[config.mk]
export PLATFORM = sky130hd
export DESIGN_NAME = uart_recv
export DESIGN_NICKNAME = d
export VERILOG_FILES = /design/src/rtl/uart_recv.sv
export SDC_FILE = /design/constraint.sdc
export NUM_CORES = 1
export LEC_CHECK = 0
export CORE_UTILIZATION = 30
export DETAILED_ROUTE_END_ITERATION = 10
export RECOVER_POWER = 25
export SETUP_SLACK_MARGIN = 0.1
export SLEW_MARGIN = 20
export SYNTH_ARGS = -nofsm -noshare
export SYNTH_HDL_FRONTEND = slang
export SYNTH_SLANG_ARGS = --single-unit
[constraint.sdc]
create_clock -name clk -period 5.4 [get_ports clk]
set_clock_uncertainty 0.15 [all_clocks]
set_input_delay 0.81 -clock clk [delete_from_list [all_inputs] [get_ports clk]]
set_output_delay 0.81 -clock clk [all_outputs]
set_load 0.01 [all_outputs]
[src/rtl/uart_recv.sv]
// 8N1 UART receiver, LSB first: synchronises the line, validates the start bit at
// its midpoint and samples each following bit mid-period, strobing good bytes out.
module uart_recv #(
    parameter int CLK  = 50000000,
    parameter int BAUD = 115200
) (
    input  logic       clk,
    input  logic       rstn,
    input  logic       UART_rx,
    output logic [7:0] data_out,
    output logic       flag_out,
    output logic       frame_err,
    output logic       busy
);

    localparam int BAUD_CNT = CLK / BAUD;
    localparam int HALF     = BAUD_CNT / 2;
    localparam int CNT_W    = $clog2(BAUD_CNT);

    localparam logic [CNT_W-1:0] CNT_LAST = CNT_W'(BAUD_CNT - 1);
    localparam logic [CNT_W-1:0] CNT_HALF = CNT_W'(HALF - 1);

    typedef enum logic [1:0] {
        IDLE,
        START,
        DATA,
        STOP
    } state_t;

    state_t           state, state_n;
    logic [CNT_W-1:0] cnt, cnt_n;
    logic [2:0]       bit_cnt, bit_cnt_n;
    logic [7:0]       shift, shift_n;
    logic [7:0]       data_n;
    logic             flag_n, ferr_n;
    logic             rx_m, rx_s, rx_d;
    logic             start_edge;

    // Resetting the chain to 0 means a line held low through reset never looks like a falling edge.
    always_ff @(posedge clk or negedge rstn) begin
        if (!rstn) begin
            rx_m <= 1'b0;
            rx_s <= 1'b0;
            rx_d <= 1'b0;
        end else begin
            rx_m <= UART_rx;
            rx_s <= rx_m;
            rx_d <= rx_s;
        end
    end

    assign start_edge = rx_d & ~rx_s;
    assign busy       = (state != IDLE);

    always_ff @(posedge clk or negedge rstn) begin
        if (!rstn) begin
            state     <= IDLE;
            cnt       <= '0;
            bit_cnt   <= '0;
            shift     <= '0;
            data_out  <= '0;
            flag_out  <= 1'b0;
            frame_err <= 1'b0;
        end else begin
            state     <= state_n;
            cnt       <= cnt_n;
            bit_cnt   <= bit_cnt_n;
            shift     <= shift_n;
            data_out  <= data_n;
            flag_out  <= flag_n;
            frame_err <= ferr_n;
        end
    end

    always_comb begin
        state_n   = state;
        cnt_n     = cnt;
        bit_cnt_n = bit_cnt;
        shift_n   = shift;
        data_n    = data_out;
        flag_n    = 1'b0;
        ferr_n    = 1'b0;

        case (state)
            IDLE: begin
                cnt_n = '0;
                if (start_edge) begin
                    state_n = START;
                end
            end

            // A start bit that is high again at its midpoint was only a glitch.
            START: begin
                if (cnt == CNT_HALF) begin
                    cnt_n = '0;
                    if (!rx_s) begin
                        state_n   = DATA;
                        bit_cnt_n = '0;
                    end else begin
                        state_n = IDLE;
                    end
                end else begin
                    cnt_n = cnt + 1'b1;
                end
            end

            DATA: begin
                if (cnt == CNT_LAST) begin
                    cnt_n            = '0;
                    shift_n[bit_cnt] = rx_s;
                    bit_cnt_n        = bit_cnt + 3'd1;
                    if (bit_cnt == 3'd7) begin
                        state_n = STOP;
                    end
                end else begin
                    cnt_n = cnt + 1'b1;
                end
            end

            // Leaving at mid stop bit frees the receiver for a zero-gap following frame.
            STOP: begin
                if (cnt == CNT_LAST) begin
                    cnt_n   = '0;
                    state_n = IDLE;
                    if (rx_s) begin
                        data_n = shift;
                        flag_n = 1'b1;
                    end else begin
                        ferr_n = 1'b1;
                    end
                end else begin
                    cnt_n = cnt + 1'b1;
                end
            end

            default: begin
                state_n = IDLE;
                cnt_n   = '0;
            end
        endcase
    end

endmodule

-- Word level (Yosys, flattened, before mapping)
Index checks and enable logic that the tools add are counted.
- order comparisons: 2
- mux-type cells: 23
- bitwise logic cells: 2
- eq/ne operators: 12
- add/sub/neg operators: 2
- reduce and logical (&&, ||, !) cells: 9
- operator list (cell ; count):
    9-bit one-hot mux with 3 select lines ; 1
    9-bit 2-to-1 mux ; 2
    2-bit 2-to-1 mux ; 6
    2-bit != test (second input constant) ; 6
    9-bit by 1-bit adder with 9-bit output (second input constant) ; 1
    9-bit by 8-bit == test with 1-bit output (second input constant) ; 1
    9-bit == test (second input constant) ; 1
    3-bit 2-to-1 mux ; 3
    8-bit bitwise mux ; 1
    2-bit one-hot mux with 4 select lines ; 1
    1-bit 2-to-1 mux ; 7
    3-bit one-hot mux with 2 select lines ; 1
    5-bit AND reduction ; 1
    2-bit == test (second input constant) ; 2
    3-bit by 4-bit < comparator with 1-bit output (second input constant) ; 1
    4-bit AND reduction ; 1
    2-bit nonzero test ; 2
    3-bit by 1-bit adder with 3-bit output (second input constant) ; 1
    1-bit demux with 3-bit select ; 1
    3-bit == test (second input constant) ; 1
    3-bit by 1-bit >= comparator with 1-bit output (second input constant) ; 1
    3-bit AND reduction ; 1
    2-bit by 1-bit == test with 1-bit output (second input constant) ; 1
    2-bit logical NOT ; 1
    other kinds (5) ; 5
- input bits: 3
- word-level logic and storage cells: 60
- register bits: 35

-- Logic depth before layout (Yosys ltp)
Gate-level depths: netlist of run 1.
- depth after elaboration: 5
- depth in mapped cells: 6

-- Worst setup path after synthesis of run 1
Ideal clock, no wire load.
- kind: register -> register
- start point: register cnt[1]
- end point: register bit_cnt[1]
- path buffers: 0
- data arrival time: 1.607 ns
- stages on the path, launching flop included: 6
- setup slack: 3.518 ns
- cells stage by stage: dfrtp_1 > inv_1 > ha_1 > nand4b_4 > or4_4 > mux2_4
- longest elaborated chain between the ends: 3
- elaborated cells between the ends (all ways): 5
- ends and longest elaborated chain (element ; RTL line ; RTL):
    start, declared ; 31 ; logic [CNT_W-1:0] cnt, cnt_n;
    start signal, assigned ; 66 ; cnt <= cnt_n;
    9-bit == test / 9-bit by 8-bit == test with 1-bit output (equally long branches) ; 108, 94 ;
    2-bit != test (no line) ; n/a ;
    4-bit AND reduction (no line) * ; n/a ;
    end signal, assigned ; 67 ; bit_cnt <= bit_cnt_n;
    end, declared ; 32 ; logic [2:0] bit_cnt, bit_cnt_n;
Every way passes the cells marked *; elsewhere a longest branch is shown, timed or not.
A chain may end at the register's enable or synchronous reset.

==> metrics.cfg, run 1 <==
[outcome]
outcome = finished with violations
violations = max-capacitance violations, max-slew violations

[placed_design]
dp_slack_ns = 3.15
dp_hpwl_um = 2150
dpl_cell_area_um2 = 1930
io_buffers = 13
gp_congestion = 0.838

[setup_path]
endpoint_kind = async pin
cp-start-kind = input pin
worst_ep_required_time_ns = 5.28
crit_chain = dlygate4sd3_1 -> clkbuf_1
crit_type = in -> async
r2r-start = cnt[0]
max_stage_delay_ns = 1.36
path_delay_family = buffers and inverters
crit_buf_inv = 2
crit_start = rstn
critical_path.max_fanout = 35
cp_slowest_cell = clkbuf_1
crit_arrival_ns = 2.70

[logic_synthesis]
yosysWarnings = 0
synthXorXnorAreaFrac_pct = 1.53
synth_top_area_cell = dfrtp_1
synth_seq_area_share_pct = 50.8
synth_cell_types = 43
synth-compound-area-share_pct = 7.33
yosys.area.top_type_share_pct = 50.8
syn_inst = 131
synthMuxAreaShare_pct = 15.8
ys_ff_latch = 35
netlist_area_um2 = 1720
async_reset_ff_share_pct = 100
synth_top_family_by_area = simple AND/OR/NAND/NOR gates
synth_enable_flop_cells = 0
yosys-top-cells-area = dfrtp_1, mux2_4, ha_1
synth_nets = 139
synthSimpleGateAreaFrac_pct = 18.6
ys.flop_type = dfrtp_1
yosys.area_share.adder_pct = 3.63
syn_area_per_cell_um2 = 13.2

[cts]
cts.sinks = 35
holdBufCountCts = 0
cts_root_buf = clkbuf_8
clk_pin_slew_ns = 0.07
tritoncts = built
cts_made_buffers = 5
h-tree-depth = 2
post_cts_resize_count = 0
cts_buffer_depth = 2
post-cts-setup-buffers = 0
clock_latency_ns = 0.29

[detailed_routing]
route.detailed.drc = 0
ant_nets = 0
wl_met3_um = 128
routed.top_layer = met4
vias = 1144
avgViaCountPerCell = 5.20
firstDrtPassIters = 4
wl_met2_um = 1450
drt-met1-wl_um = 1450
routed_wirelength_um = 3100
drtIter0Drc = 96
wire_per_inst_um = 14.1

[power_and_ir_drop]
ir_worst_vdd_v = 0.000207
finalPower_mw = 0.624
power.internal_mw = 0.448
switching_share_pct = 28.2
power_switching_mw = 0.176
p_comb_share_pct = 14.0
clkPwrFrac_pct = 33.5
pwr-share-seq_pct = 52.5
power.density_nw_per_um2 = 308
p_leak_nw = 0.905

[timing]
finalSetupTns_ns = 0
hold_ws_ns = 0.198
period_share_pct = 52.3
maxSlewViolCount = 36
period_needed_ns = 2.82
rsz0062_at_grt = false
worst_slack_ns = 2.58
worst_pin_slew_ns = 1.90
report.final.setup_viol = 0
hold_violations = 0
maxClockFrequency_mhz = 354
relSlewSlack_pct = -26.7

[cells_and_area]
fin_area_um2 = 2030
final_cell_mix = dfrtp_1, clkdlybuf4s50_1, mux2_4, clkbuf_8, nand4_1
final_common_cell = dfrtp_1
finalNetCount = 155
area_delta_synth_final_pct = 17.6
diodes = 0
layout-drive-gt1-share_pct = 18.9

[grt]
grt-ovfl-total = 0
grt_pass1_vias = 1172
grt_pass1_wl_um = 5580
grt_max_degree = 36
grt_util_all_layers_pct = 11.8
antenna_found_initial = 0

[job]
max-cap-violations = 1

[min_path]
hold_class = reg -> reg
hp-start = rx_m

[die]
start_util_pct = 31.3
core.rowCount = 27
coreArea_um2 = 5510
die-area_um2 = 6050
io_pins = 14
die_h_um = 77.8
die_w_um = 77.8

[sequential cells by signal (all words and copies together) (netlist names), named ones only]
name,cells
rx_s,1
rx_m,1
rx_d,1
bit_cnt,3
shift,8
data_out,8
frame_err,1
state,1
flag_out,1
cnt,9
[Yosys cell counts (2+ instances only)]
cell and count:
o21ai_0 2, nor4_1 2, o31ai_1 3, nand2_1 5
or3_1 2, o31a_1 2, nand4b_1 2, inv_1 4
and3_1 2, buf_2 4, ha_1 5, mux2_1 4
nand3_1 4, a22oi_1 4, xor2_1 2, or4_1 2
nor4bb_1 2, a21oi_1 4, nand4_1 6, mux2_2 4
dfrtp_1 35, mux2_4 10
[power by group through the flow]
stage	Clock (mW)	Combinational [mW]	Sequential, mW
final	0.209	0.0871	0.328
after floorplan	0	0.0703	0.322
after CTS	0.219	0.0893	0.327
after global routing	0.230	0.102	0.332
after global placement	0	0.0847	0.330
after detailed placement	0	0.0888	0.332
[layout make-up]
type,count,area (um2)
clock inverters,1,7.51
flip-flops and latches,35,876
inverters,4,15.0
well taps,72,90.1
multi-input cells,87,808
clock buffers,7,96.3
repair buffers,14,134
fillers,528,3480
[path summary, 6_finish.rpt]
| path | end | slack [ns] | cells after the start |
|---|---|---|---|
| max in group clk | busy | 2.84 | 2 |
| worst min register to register | rx_s | 0.20 | 0 |
| min in group asynchronous | data_out[5] | 1.44 | 2 |
| worst max register to register | cnt[6] | 3.35 | 5 |
| worst min-delay path | rx_s | 0.20 | 0 |
| worst max-delay path | cnt[5] | 2.58 | 2 |
[through the flow]
stage	utilization (%)	instances
after detailed placement	35.0	212
final	36.8	220
after CTS	36.9	220
after global placement	35.0	212
after floorplan	-	131
after global routing	36.8	220
[kinds of logic (layout without fill, tap and decap cells)]
logic type,count (synthesis),in the layout
adder cells (fa/ha/maj),5,5
buffers and inverters,9,26
multiplexers,20,20
XOR/XNOR,3,3
flip-flops,35,35
AO/OA/AOI/OAI,19,19
AND/OR/NAND/NOR,40,40
[layer usage]
metal  track usage, %  vias to the layer above
li1                 -                      534
met1             14.9                      572
met2             18.8                       29
met3             3.29                        9
met4             5.47                        0
met5                0                        -
No activity file was read; power rests on OpenSTA's default activity.
==> run 2: changes to the inputs <==
==> constraint.sdc (replaced) <==
create_clock -name clk -period 2.4 [get_ports clk]
set_clock_uncertainty 0.15 [all_clocks]
set_input_delay 0.36 -clock clk [delete_from_list [all_inputs] [get_ports clk]]
set_output_delay 0.36 -clock clk [all_outputs]
set_load 0.01 [all_outputs]
==> metrics.cfg, run 2 (synthesis gave the netlist of run 1 again) <==
[min_path]
hold_class = reg -> reg

[grt]
grt-ovfl-total = 0
met2_usage_pct = 18.0
top_usage_layer = met2
grt_pass1_wl_um = 5580
grtUsageMet1_pct = 15.7
antenna_found_initial = 0
grt_max_degree = 36
grt_pass1_vias = 1126
grt_util_met3_pct = 3.41
grt_util_all_layers_pct = 11.6

[setup_path]
crit_type = reg -> out
crit_arrival_ns = 1.60
cp-start-kind = flip-flop
endpoint_kind = output port
worst_ep_required_time_ns = 1.89
critical_path.max_fanout = 12

[power_and_ir_drop]
power.internal_mw = 1.01
ir_worst_vdd_v = 0.000420
pwr-share-seq_pct = 53.0
p_comb_share_pct = 13.9
power.density_nw_per_um2 = 683
p_leak_nw = 0.913
power_switching_mw = 0.383
switching_share_pct = 27.5
clkPwrFrac_pct = 33.1

[detailed_routing]
route.detailed.drc = 0
wire_per_inst_um = 14.2
vias = 1118
drtIter0Drc = 90
ant_nets = 0
routed_wirelength_um = 3140
avgViaCountPerCell = 5.06
firstDrtPassIters = 4

[cts]
h-tree-depth = 2
cts.sinks = 35
cts_root_buf = clkbuf_8
post_cts_resize_count = 0
tritoncts = built
clk_pin_slew_ns = 0.07
cts_buffer_depth = 2
holdBufCountCts = 0
post-cts-setup-buffers = 0
cts_made_buffers = 5
clock_latency_ns = 0.28

[cells_and_area]
largest_reg_flops = 9
finalNetCount = 156
regMostFlops = cnt
final_common_cell = dfrtp_1
final_cell_mix = dfrtp_1, clkdlybuf4s50_1, mux2_4, clkbuf_8, nand4_1
final_cells = 221
layout-drive-gt1-share_pct = 20.1
diodes = 0
reg.largest.list = cnt x9, data_out x8, shift x8
area_delta_synth_final_pct = 18.2

[outcome]
outcome = finished, final reports clean

[die]
die_w_um = 77.8
coreArea_um2 = 5510
start_util_pct = 31.3
core.rowCount = 27
io_pins = 14
die-area_um2 = 6050
die_h_um = 77.8

[job]
max-cap-violations = 0

[timing]
period_needed_ns = 2.11
maxSlewViolCount = 0
worst_pin_slew_ns = 0.853
report.final.setup_viol = 0
hold_violations = 0
relSlewSlack_pct = 43.1
finalSetupTns_ns = 0
maxClockFrequency_mhz = 474
rsz0062_at_grt = false
period_share_pct = 87.9

[placed_design]
dp.cells = 213
gp_congestion = 0.856
dp_hpwl_um = 2310
io_buffers = 13

==> run 2: area by class of cell <==
cell class	instances	area, um2
sequential	35	876
fill	524	3470
timing repair buffer	15	143
inverter	4	15.0
multi-input combinational	87	808
tap	72	90.1
clock inverter	1	7.51
clock buffer	7	96.3
==> run 2: routing by layer <==
layer  up-vias  part of all wire (%)
li1        536                     -
met1       559                    49
met2        21                    47
met3         2                   3.5
met4         0                  0.22
met5         -                     0
==> run 2: path summary, 6_finish.rpt <==
path / from / endpoint / slack, ns / depth (start not counted)
worst max-delay path: state[0] / busy / 0.29 / 2
worst min-delay path: rx_m / rx_s / 0.20 / 0
worst max register to register: cnt[1] / data_out[4] / 0.39 / 5
worst min register to register: rx_m / rx_s / 0.20 / 0
max in group asynchronous: rstn / cnt[8] / 1.00 / 2
min in group asynchronous: rstn / shift[3] / 0.57 / 2
==> run 2: stage by stage <==
step / utilization [%] / power (mW) / worst slack [ns] / cell area [um2] / hold WS [ns]
after CTS: 37.0 / 1.41 / 0.274 / 2040 / 0.202
after detailed placement: 35.1 / 0.943 / 0.391 / 1930 / 0.186
final: 37.0 / 1.39 / 0.289 / 2040 / 0.199
after floorplan: - / 0.882 / 0.518 / 1720 / -0.0856
after global placement: 35.1 / 0.932 / 0.456 / 1930 / 0.185
after global routing: 37.0 / 1.48 / 0.229 / 2040 / 0.222
==> run 2: power by group through the flow <==
stage | clock [mW] | combinational [mW] | sequential (mW)
floorplan | 0 | 0.158 | 0.724
global route | 0.508 | 0.225 | 0.747
finish | 0.461 | 0.193 | 0.737
CTS | 0.479 | 0.198 | 0.736
detailed placement | 0 | 0.196 | 0.748
global placement | 0 | 0.191 | 0.741
==> run 2: critical path, stage by stage, from the launching register on <==
cell             delay (ns)
dfrtp_1                0.51
or2_2                  0.34
clkdlybuf4s50_1        0.48
==> patch, RTL diff (settings of run 2) <==
Re-encode `state_t` (4 states) as one-hot, 4 bits wide.
--- a/src/rtl/uart_recv.sv
+++ b/src/rtl/uart_recv.sv
@@ -21,9 +21,9 @@
     localparam logic [CNT_W-1:0] CNT_HALF = CNT_W'(HALF - 1);
 
-    typedef enum logic [1:0] {
-        IDLE,
-        START,
-        DATA,
-        STOP
+    typedef enum logic [3:0] {
+        IDLE  = 4'b0001,
+        START = 4'b0010,
+        DATA  = 4'b0100,
+        STOP  = 4'b1000
     } state_t;
 
Formal check against the unedited RTL: no difference found for any inputs over 10 cycles, from zero or initial values and one cycle with rstn low; not proved beyond that.
==> patch against run 2 <==
  * The flow now finishes with violations (max-capacitance violations, max-slew violations)
  * Sequential cell count rose by 2
  * Setup slack got worse by 0.022 ns
  * Cell area fell by 2.4%
  * Area after synthesis rose by 0.44%
  * Non-clock buffer count fell by 1
  * Wire length fell by 10%
  * Via count fell by 2.4%
  * Highest routed layer unchanged
Power is not compared: it rests on default switching activity, and its combinational part moved more than twofold at a synthesized area within 25%.
==> patch: results (changes against run 2) <==
stage,metric,value,unit,change
outcome,result of the run,"finished, violations left",,was completed
outcome,failing checks,"max-capacitance violations, max-slew violations",,
cts,Resize count post-CTS,1,,was 0
finish,number of nets in the final layout,166,,was 156
yosys,Syn Nets,152,,was 139
critical_path,slack of the worst reg-to-reg path,0.27,ns,was 0.39 ns
run,max-cap violation count,1,,was 0
yosys,share of synthesized area occupied by flip-flops and latches,53.6,%,was 50.8%
route,wire length per cell,12.2,µm,was 14.2 µm
critical_path,Worst path max stage delay,0.41,ns,was 0.51 ns
critical_path,largest fanout of any net on the critical path,8,,was 12
global_routing,initial antenna violation count,0,,unchanged
yosys,most frequent cells after synthesis,"dfrtp_1, nor2_1, mux2_2",,"was dfrtp_1, mux2_4, nand4_1"
critical_path,R2R Path End,data_out[7]$_DFFE_PN0P_,,was data_out[4]$_DFFE_PN0P_
route,detailed-route vias per instance,4.72,,was 5.06
yosys,number of distinct library cell variants in the gate-level netlist after synthesis,42,,was 43
timing,number of pins with negative max-slew slack in the final report,38,,was 0
critical_path,Critical-path top delay cell,mux2_1,,was dfrtp_1
timing,worst-case hold slack,0.206,ns,was 0.199 ns
global_routing,largest net degree at the start of global routing,38,,was 36
finish,share of final-layout standard cells stronger than drive strength 1,17.6,%,was 20.1%
timing,actual transition at the worst max-transition pin,1.91,ns,was 0.853 ns
place,Routability Congestion,0.809,,was 0.856
critical_path,crit-path leading delay family,simple AND/OR/NAND/NOR gates,,was flip-flops
route,drt first-iter violations,41,,was 90
place,post-DP HPWL,1930,µm,was 2310 µm
critical_path,cell count of the worst reg-to-reg path,6,,was 5
yosys,leading cell types by total area after synthesis,"dfrtp_1, mux2_2, nor2_1, ha_1, nand3_1",,"was dfrtp_1, mux2_4, ha_1, mux2_1, mux2_2"
critical_path,Worst EP arrival,2.15,ns,was 1.60 ns
[patch: power by group]
part / switching [µW] / total (µW) / internal, µW
clock: 204 / 405 / 201
sequential: 12.6 / 646 / 633
combinational: 27.6 / 43.4 / 15.7
[patch: cell families after synthesis]
family / synth area share (%)
AND/OR/NAND/NOR: 20.2
flip-flops: 53.6
multiplexers: 10.6
AO/OA/AOI/OAI: 4.92
buffers and inverters: 3.54
XOR/XNOR: 3.54
adder cells (fa/ha/maj): 3.62
[patch: worst max-delay path by stage]
stage / slack [ns] / cells past startpoint / startpoint / to
floorplan: 0.40 / 4 / state[2]$_DFFE_PN0P_ / bit_cnt[0]$_DFFE_PN0P_
global placement: 0.28 / 4 / state[2]$_DFFE_PN0P_ / bit_cnt[0]$_DFFE_PN0P_
detailed placement: 0.26 / 6 / cnt[1]$_DFF_PN0_ / data_out[7]$_DFFE_PN0P_
CTS: 0.27 / 2 / state[0]$_DFFE_PN1P_ / busy
global route: 0.12 / 1 / rstn / data_out[6]$_DFFE_PN0P_
finish: 0.27 / 6 / cnt[1]$_DFF_PN0_ / data_out[7]$_DFFE_PN0P_
[patch: layer usage]
| layer | GRT usage (%) | wire length [µm] | vias up |
|---|---|---|---|
| li1 | - | - | 534 |
| met1 | 15.6 | 1460 | 535 |
| met2 | 15.0 | 1200 | 17 |
| met3 | 3.53 | 120 | 5 |
| met4 | 4.44 | 39 | 0 |
| met5 | 0 | 0 | - |
[patch: worst reg2reg max path, cell delays in order (launching register included)]
cell and delay (ns):
dfrtp_1 0.40, inv_1 0.09, ha_1 0.14, and4bb_2 0.26
and2_1 0.25, nand4_2 0.32, mux2_1 0.42
[patch: layout make-up]
type                            count  area, µm²
Fill cell                         552       3550
Sequential cell                    37        927
Multi-Input combinational cell     96        742
Timing Repair Buffer               14        130
Tap cell                           72       90.1
Clock buffer                        6       72.6
Inverter                            4       15.0
Clock inverter                      2       10.0
[patch: per-stage QoR]
step	setup WS, ns	instances
2_1_floorplan	0.400	144
3_3_place_gp	0.279	223
3_5_place_dp	0.261	223
4_1_cts	0.266	231
5_1_grt	0.118	231
6_report	0.267	231
